<file path="config.mk">
export PLATFORM = sky130hd
export DESIGN_NAME = pwm_breath_seq_flat
export DESIGN_NICKNAME = d
export VERILOG_FILES = /design/src/rtl/pwm_breath_seq_if.sv /design/src/rtl/pwm_breath_seq.sv /design/src/flat_wrapper.sv
export SDC_FILE = /design/constraint.sdc
export NUM_CORES = 1
export LEC_CHECK = 0
export BUFFER_PORTS_ARGS = -buffer_cell sky130_fd_sc_hd__buf_4
export CORE_MARGIN = 2
export CORE_UTILIZATION = 60
export DETAILED_ROUTE_END_ITERATION = 10
export PLACE_DENSITY = 0.88
export SETUP_SLACK_MARGIN = 0.4
export SYNTH_ARGS = -nofsm -noshare
export SYNTH_HDL_FRONTEND = slang
export SYNTH_SLANG_ARGS = --single-unit
</file>
<file path="constraint.sdc">
create_clock -name clk -period 4.96 [get_ports clk]
set_input_delay 0.992 -clock clk [delete_from_list [all_inputs] [get_ports clk]]
set_output_delay 0.992 -clock clk [all_outputs]
set_load 0.05 [all_outputs]
</file>
<file path="src/rtl/pwm_breath_seq_if.sv">
// Control/status bundle between upper logic and the breathing sequencer.
// Master drives start/stop/config; slave returns duty value and status.
interface pwm_breath_seq_if #(
  parameter int BITS   = 9,
  parameter int HOLD_W = 8
);
  logic              start;
  logic              stop;
  logic [BITS-1:0]   cfg_step;
  logic [HOLD_W-1:0] cfg_hold_hi;
  logic [HOLD_W-1:0] cfg_hold_lo;
  logic [7:0]        cfg_cycles;
  logic [BITS-1:0]   value;
  logic              busy;
  logic              done;
  logic [2:0]        phase;

  modport master (
    output start, stop, cfg_step,
    output cfg_hold_hi, cfg_hold_lo, cfg_cycles,
    input  value, busy, done, phase
  );

  modport slave (
    input  start, stop, cfg_step,
    input  cfg_hold_hi, cfg_hold_lo, cfg_cycles,
    output value, busy, done, phase
  );
endinterface

</file>
<file path="src/rtl/pwm_breath_seq.sv">
// Breathing-pattern sequencer feeding the PWM duty value.
// Optional PWM_SEQ_SQUARE_EN: registered (level^2)>>BITS output curve.
module pwm_breath_seq #(
  parameter int BITS     = 9,
  parameter int TICK_DIV = 12000,
  parameter int TICK_W   = 14,
  parameter int HOLD_W   = 8
) (
  input logic clk,
  input logic rst,
  pwm_breath_seq_if.slave ctl
);

  localparam logic [BITS-1:0] MAXV = '1;
  localparam logic [TICK_W-1:0] TICK_LAST =
    TICK_W'(TICK_DIV - 1);

  typedef enum logic [2:0] {
    IDLE      = 3'd0,
    RAMP_UP   = 3'd1,
    HOLD_HI   = 3'd2,
    RAMP_DOWN = 3'd3,
    HOLD_LO   = 3'd4
  } state_t;

  state_t            r_state, w_state_nx;
  logic [TICK_W-1:0] r_pre, w_pre_nx;
  logic [BITS-1:0]   r_level, w_level_nx;
  logic [BITS-1:0]   r_step, w_step_nx;
  logic [HOLD_W-1:0] r_hold_hi, w_hold_hi_nx;
  logic [HOLD_W-1:0] r_hold_lo, w_hold_lo_nx;
  logic [HOLD_W-1:0] r_hold, w_hold_nx;
  logic [7:0]        r_cycles, w_cycles_nx;
  logic [7:0]        r_cnt, w_cnt_nx;
  logic              r_done, w_done_nx;
  logic              w_tick;
  logic              w_abort;
  logic [BITS:0]     w_sum;
  logic [8:0]        w_cnt_inc;

  assign w_tick    = (r_state != IDLE) &&
                     (r_pre == TICK_LAST);
  assign w_abort   = ctl.stop && (r_state != IDLE);
  assign w_sum     = {1'b0, r_level} + {1'b0, r_step};
  assign w_cnt_inc = {1'b0, r_cnt} + 9'd1;

  // Next-state and datapath decode; stop overrides everything.
  always_comb begin
    w_state_nx   = r_state;
    w_pre_nx     = '0;
    w_level_nx   = r_level;
    w_step_nx    = r_step;
    w_hold_hi_nx = r_hold_hi;
    w_hold_lo_nx = r_hold_lo;
    w_hold_nx    = r_hold;
    w_cycles_nx  = r_cycles;
    w_cnt_nx     = r_cnt;
    w_done_nx    = 1'b0;

    if (r_state != IDLE && !w_tick)
      w_pre_nx = r_pre + 1'b1;

    case (r_state)
      IDLE: begin
        if (ctl.start && !ctl.stop) begin
          w_step_nx    = (ctl.cfg_step == '0) ?
                         BITS'(1) : ctl.cfg_step;
          w_hold_hi_nx = ctl.cfg_hold_hi;
          w_hold_lo_nx = ctl.cfg_hold_lo;
          w_cycles_nx  = ctl.cfg_cycles;
          w_level_nx   = '0;
          w_cnt_nx     = '0;
          w_state_nx   = RAMP_UP;
        end
      end
      RAMP_UP: begin
        if (w_tick) begin
          if (w_sum >= {1'b0, MAXV}) begin
            w_level_nx = MAXV;
            w_hold_nx  = r_hold_hi;
            w_state_nx = HOLD_HI;
          end else begin
            w_level_nx = w_sum[BITS-1:0];
          end
        end
      end
      HOLD_HI: begin
        if (w_tick) begin
          if (r_hold == '0)
            w_state_nx = RAMP_DOWN;
          else
            w_hold_nx = r_hold - 1'b1;
        end
      end
      RAMP_DOWN: begin
        if (w_tick) begin
          if (r_level <= r_step) begin
            w_level_nx = '0;
            w_hold_nx  = r_hold_lo;
            w_state_nx = HOLD_LO;
          end else begin
            w_level_nx = r_level - r_step;
          end
        end
      end
      HOLD_LO: begin
        if (w_tick) begin
          if (r_hold == '0) begin
            w_cnt_nx = w_cnt_inc[8] ?
                       8'hFF : w_cnt_inc[7:0];
            if (r_cycles != '0 &&
                w_cnt_inc == {1'b0, r_cycles}) begin
              w_state_nx = IDLE;
              w_done_nx  = 1'b1;
            end else begin
              w_state_nx = RAMP_UP;
            end
          end else begin
            w_hold_nx = r_hold - 1'b1;
          end
        end
      end
      default: begin
        w_state_nx = IDLE;
        w_level_nx = '0;
      end
    endcase

    if (w_abort) begin
      w_state_nx = IDLE;
      w_level_nx = '0;
      w_pre_nx   = '0;
      w_done_nx  = 1'b0;
    end
  end

  // State and datapath registers.
  always_ff @(posedge clk) begin
    if (rst) begin
      r_state   <= IDLE;
      r_pre     <= '0;
      r_level   <= '0;
      r_step    <= '0;
      r_hold_hi <= '0;
      r_hold_lo <= '0;
      r_hold    <= '0;
      r_cycles  <= '0;
      r_cnt     <= '0;
      r_done    <= 1'b0;
    end else begin
      r_state   <= w_state_nx;
      r_pre     <= w_pre_nx;
      r_level   <= w_level_nx;
      r_step    <= w_step_nx;
      r_hold_hi <= w_hold_hi_nx;
      r_hold_lo <= w_hold_lo_nx;
      r_hold    <= w_hold_nx;
      r_cycles  <= w_cycles_nx;
      r_cnt     <= w_cnt_nx;
      r_done    <= w_done_nx;
    end
  end

`ifdef PWM_SEQ_SQUARE_EN
  logic [2*BITS-1:0] w_lvl_w;
  logic [BITS-1:0]   w_sq_hi;
  logic [BITS-1:0]   r_value;

  assign w_lvl_w = {{BITS{1'b0}}, r_level};
  assign w_sq_hi = BITS'((w_lvl_w * w_lvl_w) >> BITS);

  // Perceptual curve: one cycle behind level, cleared with it.
  always_ff @(posedge clk) begin
    if (rst || w_abort)
      r_value <= '0;
    else
      r_value <= w_sq_hi;
  end

  assign ctl.value = r_value;
`else
  assign ctl.value = r_level;
`endif

  assign ctl.busy  = (r_state != IDLE);
  assign ctl.done  = r_done;
  assign ctl.phase = r_state;

endmodule
</file>
<file path="src/flat_wrapper.sv">
// flat-port wrapper written by rule: the top's interface ports become plain ports
module pwm_breath_seq_flat 
#(
  parameter int BITS     = 9,
  parameter int TICK_DIV = 12000,
  parameter int TICK_W   = 14,
  parameter int HOLD_W   = 8
)
  (clk, rst, ctl_start, ctl_stop, ctl_cfg_step, ctl_cfg_hold_hi, ctl_cfg_hold_lo, ctl_cfg_cycles, ctl_value, ctl_busy, ctl_done, ctl_phase);
  pwm_breath_seq_if #(.BITS(BITS), .HOLD_W(HOLD_W)) ctl_i ();
  input logic clk;
  input logic rst;
  input wire logic [$bits(ctl_i.start)-1:0] ctl_start;
  input wire logic [$bits(ctl_i.stop)-1:0] ctl_stop;
  input wire logic [$bits(ctl_i.cfg_step)-1:0] ctl_cfg_step;
  input wire logic [$bits(ctl_i.cfg_hold_hi)-1:0] ctl_cfg_hold_hi;
  input wire logic [$bits(ctl_i.cfg_hold_lo)-1:0] ctl_cfg_hold_lo;
  input wire logic [$bits(ctl_i.cfg_cycles)-1:0] ctl_cfg_cycles;
  output wire logic [$bits(ctl_i.value)-1:0] ctl_value;
  output wire logic [$bits(ctl_i.busy)-1:0] ctl_busy;
  output wire logic [$bits(ctl_i.done)-1:0] ctl_done;
  output wire logic [$bits(ctl_i.phase)-1:0] ctl_phase;
  assign ctl_i.start = ctl_start;
  assign ctl_i.stop = ctl_stop;
  assign ctl_i.cfg_step = ctl_cfg_step;
  assign ctl_i.cfg_hold_hi = ctl_cfg_hold_hi;
  assign ctl_i.cfg_hold_lo = ctl_cfg_hold_lo;
  assign ctl_i.cfg_cycles = ctl_cfg_cycles;
  assign ctl_value = ctl_i.value;
  assign ctl_busy = ctl_i.busy;
  assign ctl_done = ctl_i.done;
  assign ctl_phase = ctl_i.phase;
  pwm_breath_seq #(.BITS(BITS), .TICK_DIV(TICK_DIV), .TICK_W(TICK_W), .HOLD_W(HOLD_W)) u_core (.clk(clk), .rst(rst), .ctl(ctl_i));
endmodule
</file>
==> results.cfg, run 1 <==
[run_status]
status = finished clean

[pwr]
powerDensity_mw_per_mm2 = 240
ir_drop_mv = 0.223
p_total_uw = 1280
power.static_leakage_uw = 0.00214

[place]
dp_slack_ns = 1.94
hpwl_um = 8720
gp_congestion = 0.944
portBuffers = 50

[yosys]
synth.distinct_cells = 76
synth-seq-cells = 76
ys.flop_type = dfxtp_1
synth-edff-count = 0
synth_area_per_cell_um2 = 7.88
syn_area_mm2 = 0.00477
synthArstFlopShare_pct = 0
synth_top_cell_by_area = dfxtp_1
yosys-top-cells-area = dfxtp_1 (32%), nand2_1 (7.7%), a21oi_1 (6.8%), ha_1 (5.5%), nor2_1 (3.8%)
netlist_instances = 605
synth_top_area_share_pct = 31.9
synth_nets = 665
yosysWarnings = 0
yosysSeqAreaShare_pct = 31.9

[cts]
cts-root-buf = clkbuf_8
cts_hold_buf = 0
cts_tree = built
htree_num_levels = 3
cts.clk_slew.worst_paths_ns = 0.09
clock_sinks = 76
post_cts.repair.setup_buffers = 0
clock_latency_ns = 0.36
cts_buffer_depth = 2
cts_buffers = 9
cts_resized = 0

[finish]
drive_gt1_share_pct = 14.6
area_growth_pct = 12.2
nets = 698
utilization_pct = 69.3
n_antenna_cell = 0

[global_routing]
antenna_found_initial = 0
grt_pass1_vias = 4226
grt_pass1_wl_um = 19700
gr-total-overflow = 0
grt_max_degree = 60
grt_usage_pct = 28.4

[route]
wirelength_um = 12200
via_count = 4579
drc_errors = 0
dr.pass1.iters = 5
ant_nets = 0
post_drt_wl_per_cell_um = 16.3
drtIter0Drc = 451
drt-vias-per-instance = 6.15

[sta]
rsz0062_at_grt = no
finalCritPeriodShare_pct = 63.5
setup_slack_ns = 1.81
worst-slew-pin-transition_ns = 0.900
fmax_mhz = 318
hold_viol = 0
final-max-slew-violation-count = 0
finClkSkew_ns = 0.0123
slew_headroom_pct = 39.9
fin_tns_setup_ns = 0
layout_min_cycle_time_ns = 3.15
setup_viol = 0

[die]
die_width_um = 93.1
ios = 51
core_mm2 = 0.00773
initial_core_util_pct = 61.7
rows = 32
die_h_um = 93.1
die-area_mm2 = 0.00868

[worst_hold_path]
hold_depth = 2
hold_class = reg2reg

[worst_setup_path]
rr_worst_depth = 9
endpoint_kind = register
cp_max_fo = 15
cp-start-kind = register
arrival_ns = 3.39
path_class = reg2reg
required_ns = 5.20

[run]
max_cap_violations = 0
==> state kept, by name, indices dropped and copies added, names as in the netlist <==
name,count
u_core.r_hold,8
u_core.ctl.phase,3
u_core.r_hold_hi,8
u_core.ctl.done,1
u_core.r_hold_lo,8
u_core.ctl.value,9
u_core.r_pre,14
u_core.r_step,9
u_core.r_cnt,8
u_core.r_cycles,8
==> Yosys cell counts, drive strengths merged, types with 4 or more instances <==
cell,number
o21ai,24
or2,4
o221ai,4
o311a,4
xnor2,16
ha,21
mux2,6
o31ai,5
nand2b,9
a21o,7
o21bai,4
a211oi,15
a221oi,7
or3,4
clkbuf,23
nand3,15
and3,4
xor2,12
a22oi,4
inv,25
dfxtp,76
and2,6
buf,7
a31oi,6
nor4,7
nand2,99
nand4,6
nor2,49
or3b,4
a21oi,65
nor2b,12
nor3,12
==> worst max-delay path, stage by stage (launching register included) <==
cell and delay, ns:
dfxtp_1 0.36, inv_1 0.05, ha_1 0.52, nor2_1 0.15
a211oi_1 0.44, a21oi_1 0.17, o41ai_2 0.61, o211ai_4 0.20
nand2_4 0.21, mux2_4 0.32
==> worst paths after layout <==
path / slack (ns) / start / to
worst min-delay path: 0.46 / u_core.r_hold_hi[6] / u_core.r_hold_hi[6]
worst max register to register: 1.81 / u_core.r_step[4] / u_core.r_hold[3]
worst max-delay path: 1.81 / u_core.r_step[4] / u_core.r_hold[3]
worst min register to register: 0.46 / u_core.r_hold_hi[6] / u_core.r_hold_hi[6]
==> cell families after synthesis <==
kind of cell	after synthesis	synth area share, %
AO/OA/AOI/OAI	167	23.6
XOR/XNOR	28	5.14
AND/OR/NAND/NOR	248	26.0
multiplexers	8	2.31
adder cells (fa/ha/maj)	23	6.35
buffers and inverters	55	4.72
flip-flops	76	31.9
==> metrics by stage <==
stage                     instance area (µm²)  hold slack (ns)  cells
after CTS                                5350            0.460    745
after global routing                     5350            0.478    745
after floorplan                          4770            0.430    605
after detailed placement                 5160            0.449    729
final                                    5350            0.458    745
after global placement                   5160            0.442    729
==> report_power, final <==
group	internal (µW)	switching [µW]	leakage (µW)	total (µW)
sequential	625	12.8	0.000616	637
combinational	72.9	108	0.00143	181
clock	214	249	0.0000965	464
total	912	370	0.00214	1280
==> layer usage <==
metal,part of all wire (%),vias up,routed length (µm),GRT usage [%]
met4,3.3,0,405,13.4
met3,6.5,46,793,4.67
li1,-,2217,-,-
met2,47,191,5660,46.6
met1,44,2125,5290,36.5
met5,0,-,0,0
==> placed cells by master (no fill, tap or decap), types with 14 or more instances in the layout <==
| cell | instances |
|---|---|
| a211oi_1 | 14 |
| a21oi_1 | 65 |
| buf_4 | 52 |
| dfxtp_1 | 76 |
| ha_1 | 21 |
| inv_1 | 25 |
| nand2_1 | 98 |
| nand3_1 | 15 |
| nor2_1 | 47 |
| o21ai_0 | 17 |
| xnor2_1 | 16 |
==> area by class of cell <==
| class | count | area [µm²] |
|---|---|---|
| clock buffer | 11 | 151 |
| clock inverter | 5 | 42.5 |
| fill | 643 | 2380 |
| inverter | 25 | 93.8 |
| multi-input combinational | 474 | 3020 |
| sequential | 76 | 1520 |
| tap | 102 | 128 |
| timing repair buffer | 52 | 390 |
(Power assumes the default switching activity.)
==> inputs of run 2 (changes only) <==
--- a/config.mk
+++ b/config.mk
@@ -7,9 +7,9 @@
 export LEC_CHECK = 0
 export BUFFER_PORTS_ARGS = -buffer_cell sky130_fd_sc_hd__buf_4
 export CORE_MARGIN = 2
-export CORE_UTILIZATION = 60
+export CORE_UTILIZATION = 59
 export DETAILED_ROUTE_END_ITERATION = 10
-export PLACE_DENSITY = 0.88
+export PLACE_DENSITY = 0.87
 export SETUP_SLACK_MARGIN = 0.4
 export SYNTH_ARGS = -nofsm -noshare
 export SYNTH_HDL_FRONTEND = slang
==> constraint.sdc (replaced) <==
create_clock -name clk -period 3.1 [get_ports clk]
set_input_delay 0.62 -clock clk [delete_from_list [all_inputs] [get_ports clk]]
set_output_delay 0.62 -clock clk [all_outputs]
set_load 0.05 [all_outputs]
==> results.cfg, run 2 (synthesis gave the netlist of run 1 again) <==
[sta]
worst-slew-pin-transition_ns = 0.633
hold_viol = 0
whs_ns = 0.437
setup_viol = 0
setup_slack_ns = 0.227
fin_tns_setup_ns = 0
fmax_mhz = 348
layout_min_cycle_time_ns = 2.87
final-max-slew-violation-count = 0
finClkSkew_ns = 0.0193
finalCritPeriodShare_pct = 92.7
slew_headroom_pct = 57.8
rsz0062_at_grt = yes

[die]
die_h_um = 93.9
core_mm2 = 0.00777
die-area_mm2 = 0.00882
rows = 32
die_width_um = 93.9
ios = 51
initial_core_util_pct = 61.4

[run]
max_cap_violations = 0

[global_routing]
grt_pass1_vias = 4383
grt_max_degree = 58
gr-total-overflow = 0
antenna_found_initial = 0
grt_pass1_wl_um = 20500
grt_usage_pct = 29.2

[place]
gp_congestion = 0.931
hpwl_um = 8820
portBuffers = 50
dp_slack_ns = 0.109

[worst_setup_path]
rrSetupSlack_ns = 0.23
timing.rr.end = u_core.r_hold[4]
endpoint = u_core.r_hold[4]
arrival_ns = 3.11
rr_worst_depth = 10
crit_path_start = u_core.r_step[5]
path_class = reg2reg
cp-start-kind = register
reg2reg_from = u_core.r_step[5]
required_ns = 3.33
cp_max_fo = 8
endpoint_kind = register

[route]
dr.pass1.iters = 6
drc_errors = 0
post_drt_wl_per_cell_um = 16.9
wirelength_um = 13000
via_count = 4770
drtIter0Drc = 399
drt-vias-per-instance = 6.23
ant_nets = 0

[cts]
cts_buffers = 9
cts_buffer_depth = 2
cts.clk_slew.worst_paths_ns = 0.10
cts_tree = built
cts-root-buf = clkbuf_8
clock_sinks = 76
clock_latency_ns = 0.36
htree_num_levels = 3
cts_hold_buf = 0

[pwr]
clkPwrFrac_pct = 36.3
p_comb_share_pct = 15.7
p_sw_share_pct = 28.6
power.switching_uw = 608
power.static_leakage_uw = 0.00229
internal_power_uw = 1510
powerDensity_mw_per_mm2 = 372
ir_drop_mv = 0.327
seqPwrFrac_pct = 48.0

[run_status]
status = finished clean

[finish]
drive_gt1_share_pct = 22.9
largest_register_ffs = 14
nets = 719
n_fill_cell = 632
final_cell_mix = nand2_1 (98), buf_4 (71), a21oi_1 (65)
n_antenna_cell = 0
regMostFlops = u_core.r_pre
mostFrequentLayoutCell = nand2_1
area_growth_pct = 19.7

[worst_hold_path]
hold_class = reg2reg
hold_path.startpoint = u_core.ctl.phase[2]
run 2: changes by cell type in the layout (fill, tap and decap cells not counted), moves of 3 or more:
cell,change
dfxtp_2,+8
dfxtp_1,-14
ha_4,+7
dfxtp_4,+6
ha_1,-7
inv_1,-3
buf_4,+19
run 2: worst min-delay path by stage:
stage	endpoint	slack, ns	cells after the start
4_1_cts	u_core.ctl.phase[1]	0.44	1
3_5_place_dp	u_core.ctl.phase[1]	0.43	1
3_3_place_gp	u_core.ctl.phase[1]	0.42	1
6_report	u_core.ctl.phase[1]	0.44	1
5_1_grt	u_core.ctl.phase[1]	0.47	1
2_1_floorplan	u_core.r_pre[0]	0.43	1
run 2: power by group through the flow:
stage	registers (µW)	logic [µW]	clock network (µW)
6_report	1020	333	770
5_1_grt	1020	357	820
4_1_cts	1020	298	775
3_5_place_dp	1040	288	0
3_3_place_gp	1040	283	0
2_1_floorplan	1040	195	0
run 2: per-stage QoR:
stage	utilization, %	cell area, µm²	instances	total power [µW]
floorplan	-	4830	605	1230
global placement	68.2	5300	739	1320
detailed placement	68.2	5300	739	1330
CTS	71.6	5560	759	2090
global route	73.5	5710	766	2200
finish	73.5	5710	766	2120
run 2: area by class of cell:
| type | instances | area, µm² | area share, % |
|---|---|---|---|
| Tap cell | 102 | 128 | 2.24 |
| Multi-Input combinational cell | 474 | 3180 | 55.8 |
| Sequential cell | 76 | 1550 | 27.2 |
| Timing Repair Buffer | 73 | 556 | 9.73 |
| Clock inverter | 6 | 62.6 | 1.10 |
| Clock buffer | 10 | 128 | 2.24 |
| Inverter | 25 | 96.3 | 1.69 |
run 2: critical path, stage by stage (launching register included):
cell      delay (ns)
dfxtp_2         0.36
inv_2           0.05
ha_4            0.26
buf_6           0.13
or2_1           0.27
nor2_1          0.22
a211oi_2        0.14
or4b_4          0.59
o211ai_4        0.24
nand2_4         0.15
mux2_4          0.32
run 2: repair_timing:
action / in CTS / in global routing
buffers inserted: 4 / 7
pin swaps: 1 / 5
gates cloned: 0 / 0
resized for setup: 10 / 27
endpoints found under the setup margin: 15 / 20
run 2: per-layer routing:
layer / track usage, % / part of all wire, % / vias up
met4: 8.82 / 2.1 / 0
met5: 0 / 0 / -
met1: 36.3 / 41 / 2227
met2: 51.7 / 49 / 245
li1: - / - / 2259
met3: 4.74 / 7.7 / 39
==> inputs of run 3 (changes only) <==
--- a/config.mk
+++ b/config.mk
@@ -10,6 +10,7 @@
 export CORE_UTILIZATION = 59
 export DETAILED_ROUTE_END_ITERATION = 10
 export PLACE_DENSITY = 0.87
+export REMOVE_ABC_BUFFERS = 1
 export SETUP_SLACK_MARGIN = 0.4
 export SYNTH_ARGS = -nofsm -noshare
 export SYNTH_HDL_FRONTEND = slang
==> results.cfg, run 3 (synthesis gave the netlist of run 1 again) <==
[run_status]
status = finished clean

[place]
gp_congestion = 1.01
hpwl_um = 8710
portBuffers = 50

[pwr]
p_sw_share_pct = 27.6
p_comb_share_pct = 15.4
seqPwrFrac_pct = 47.2
ir_drop_mv = 0.354
powerDensity_mw_per_mm2 = 375
p_total_uw = 2160
power.switching_uw = 596
clkPwrFrac_pct = 37.4
internal_power_uw = 1570
power.static_leakage_uw = 0.00232

[die]
die-area_mm2 = 0.00882
die_h_um = 93.9
initial_core_util_pct = 61.4
core_mm2 = 0.00777
rows = 32
die_width_um = 93.9
ios = 51

[cts]
cts_buffers = 9
cts-root-buf = clkbuf_8
cts_hold_buf = 0
clock_latency_ns = 0.36
htree_num_levels = 3
cts_tree = built
cts.clk_slew.worst_paths_ns = 0.08
clock_sinks = 76
cts_buffer_depth = 2

[worst_hold_path]
hold_class = reg2reg
whs_endpoint = u_core.r_hold_hi[4]
hold_path.startpoint = u_core.r_hold_hi[4]
hold_depth = 2

[worst_setup_path]
rrSetupSlack_ns = 0.32
timing.rr.end = u_core.r_hold[4]
rr_worst_depth = 9
cp_max_fo = 8
required_ns = 3.35
path_class = reg2reg
endpoint_kind = register
arrival_ns = 3.03
cp-start-kind = register
reg2reg_from = u_core.r_step[2]

[global_routing]
grt_pass1_vias = 4453
gr-total-overflow = 0
antenna_found_initial = 0
grt_pass1_wl_um = 21100
grt_max_degree = 60
grt_usage_pct = 30.0

[sta]
layout_min_cycle_time_ns = 2.78
fmax_mhz = 359
final-max-slew-violation-count = 0
worst-slew-pin-transition_ns = 0.722
finClkSkew_ns = 0.00904
whs_ns = 0.459
slew_headroom_pct = 51.5
rsz0062_at_grt = yes
setup_viol = 0
finalCritPeriodShare_pct = 89.8
hold_viol = 0

[finish]
mostFrequentLayoutCell = nand2_1
largest_register_ffs = 14
final_cell_mix = nand2_1 (98), buf_4 (79), a21oi_1 (65)
n_fill_cell = 573
n_antenna_cell = 0
nets = 726
area_growth_pct = 21.0
regMostFlops = u_core.r_pre
drive_gt1_share_pct = 23.5

[route]
drtIter0Drc = 300
drt-vias-per-instance = 6.14
via_count = 4747
dr.pass1.iters = 5
ant_nets = 0
drc_errors = 0
post_drt_wl_per_cell_um = 16.8
wirelength_um = 13000

[run]
max_cap_violations = 0
-- run 3: cell count changes in the layout (fill, tap and decap cells not counted), sizes merged --
cell / previous run / this run
inv: 27 / 26
buf: 73 / 80
clkinvlp: 1 / 2
clkbuf: 10 / 11
clkinv: 2 / 1
-- run 3: through the flow --
stage	area [µm²]	instances	utilization [%]	setup WS, ns	setup TNS, ns
2_1_floorplan	4640	575	-	-0.0411	-0.247
3_3_place_gp	5250	741	67.6	0.222	0
3_5_place_dp	5250	741	67.6	0.136	0
4_1_cts	5620	765	72.3	0.346	0
5_1_grt	5770	773	74.3	0.240	0
6_report	5770	773	74.3	0.317	0
-- run 3: cell type report --
class | instances | area [µm²] | share of cell area, %
Timing Repair Buffer | 80 | 613 | 10.6
Inverter | 25 | 96.3 | 1.67
Multi-Input combinational cell | 474 | 3180 | 55.2
Tap cell | 102 | 128 | 2.21
Clock inverter | 5 | 58.8 | 1.02
Sequential cell | 76 | 1540 | 26.7
Clock buffer | 11 | 151 | 2.62
-- run 3: timing repair --
item                                    4_1_cts  5_1_grt
pin swaps                                     5       11
endpoints found under the setup margin       16       20
hold endpoints to repair                      0        0
buffers inserted                              8        8
gates resized for setup                      27       21
-- run 3: worst max path at each step --
stage,to,depth (start not counted),slack [ns],startpoint
after floorplan,u_core.r_hold[0],10,-0.04,u_core.ctl.value[0]
after global placement,u_core.r_hold[1],9,0.22,u_core.r_step[1]
after detailed placement,u_core.r_hold[2],9,0.14,u_core.ctl.value[1]
after CTS,u_core.r_hold[4],10,0.35,u_core.ctl.value[0]
after global routing,u_core.r_hold[4],10,0.24,u_core.ctl.value[0]
final,u_core.r_hold[4],9,0.32,u_core.r_step[2]
-- run 3: power by group through the flow --
stage          Clock (µW)  Sequential, µW  Combinational [µW]
2_1_floorplan           0            1040                 173
3_3_place_gp            0            1040                 282
3_5_place_dp            0            1040                 289
4_1_cts               814            1020                 306
5_1_grt               858            1020                 362
6_report              807            1020                 333
-- run 3: worst max-delay path, cell delays in order, from the launching register on --
cell and delay, ns:
dfxtp_2 0.36, inv_2 0.05, ha_4 0.27, or3b_4 0.39, a31oi_1 0.20, o221ai_1 0.16
or4b_4 0.53, o211ai_4 0.24, nand2_4 0.16, mux2_4 0.32
-- run 3: metal layers --
metal  routed length, µm  track usage, %  up-vias
li1                    -               -     2276
met1                5380            38.0     2258
met2                6430            50.8      178
met3                 747            5.70       35
met4                 414            10.7        0
met5                   0               0        -
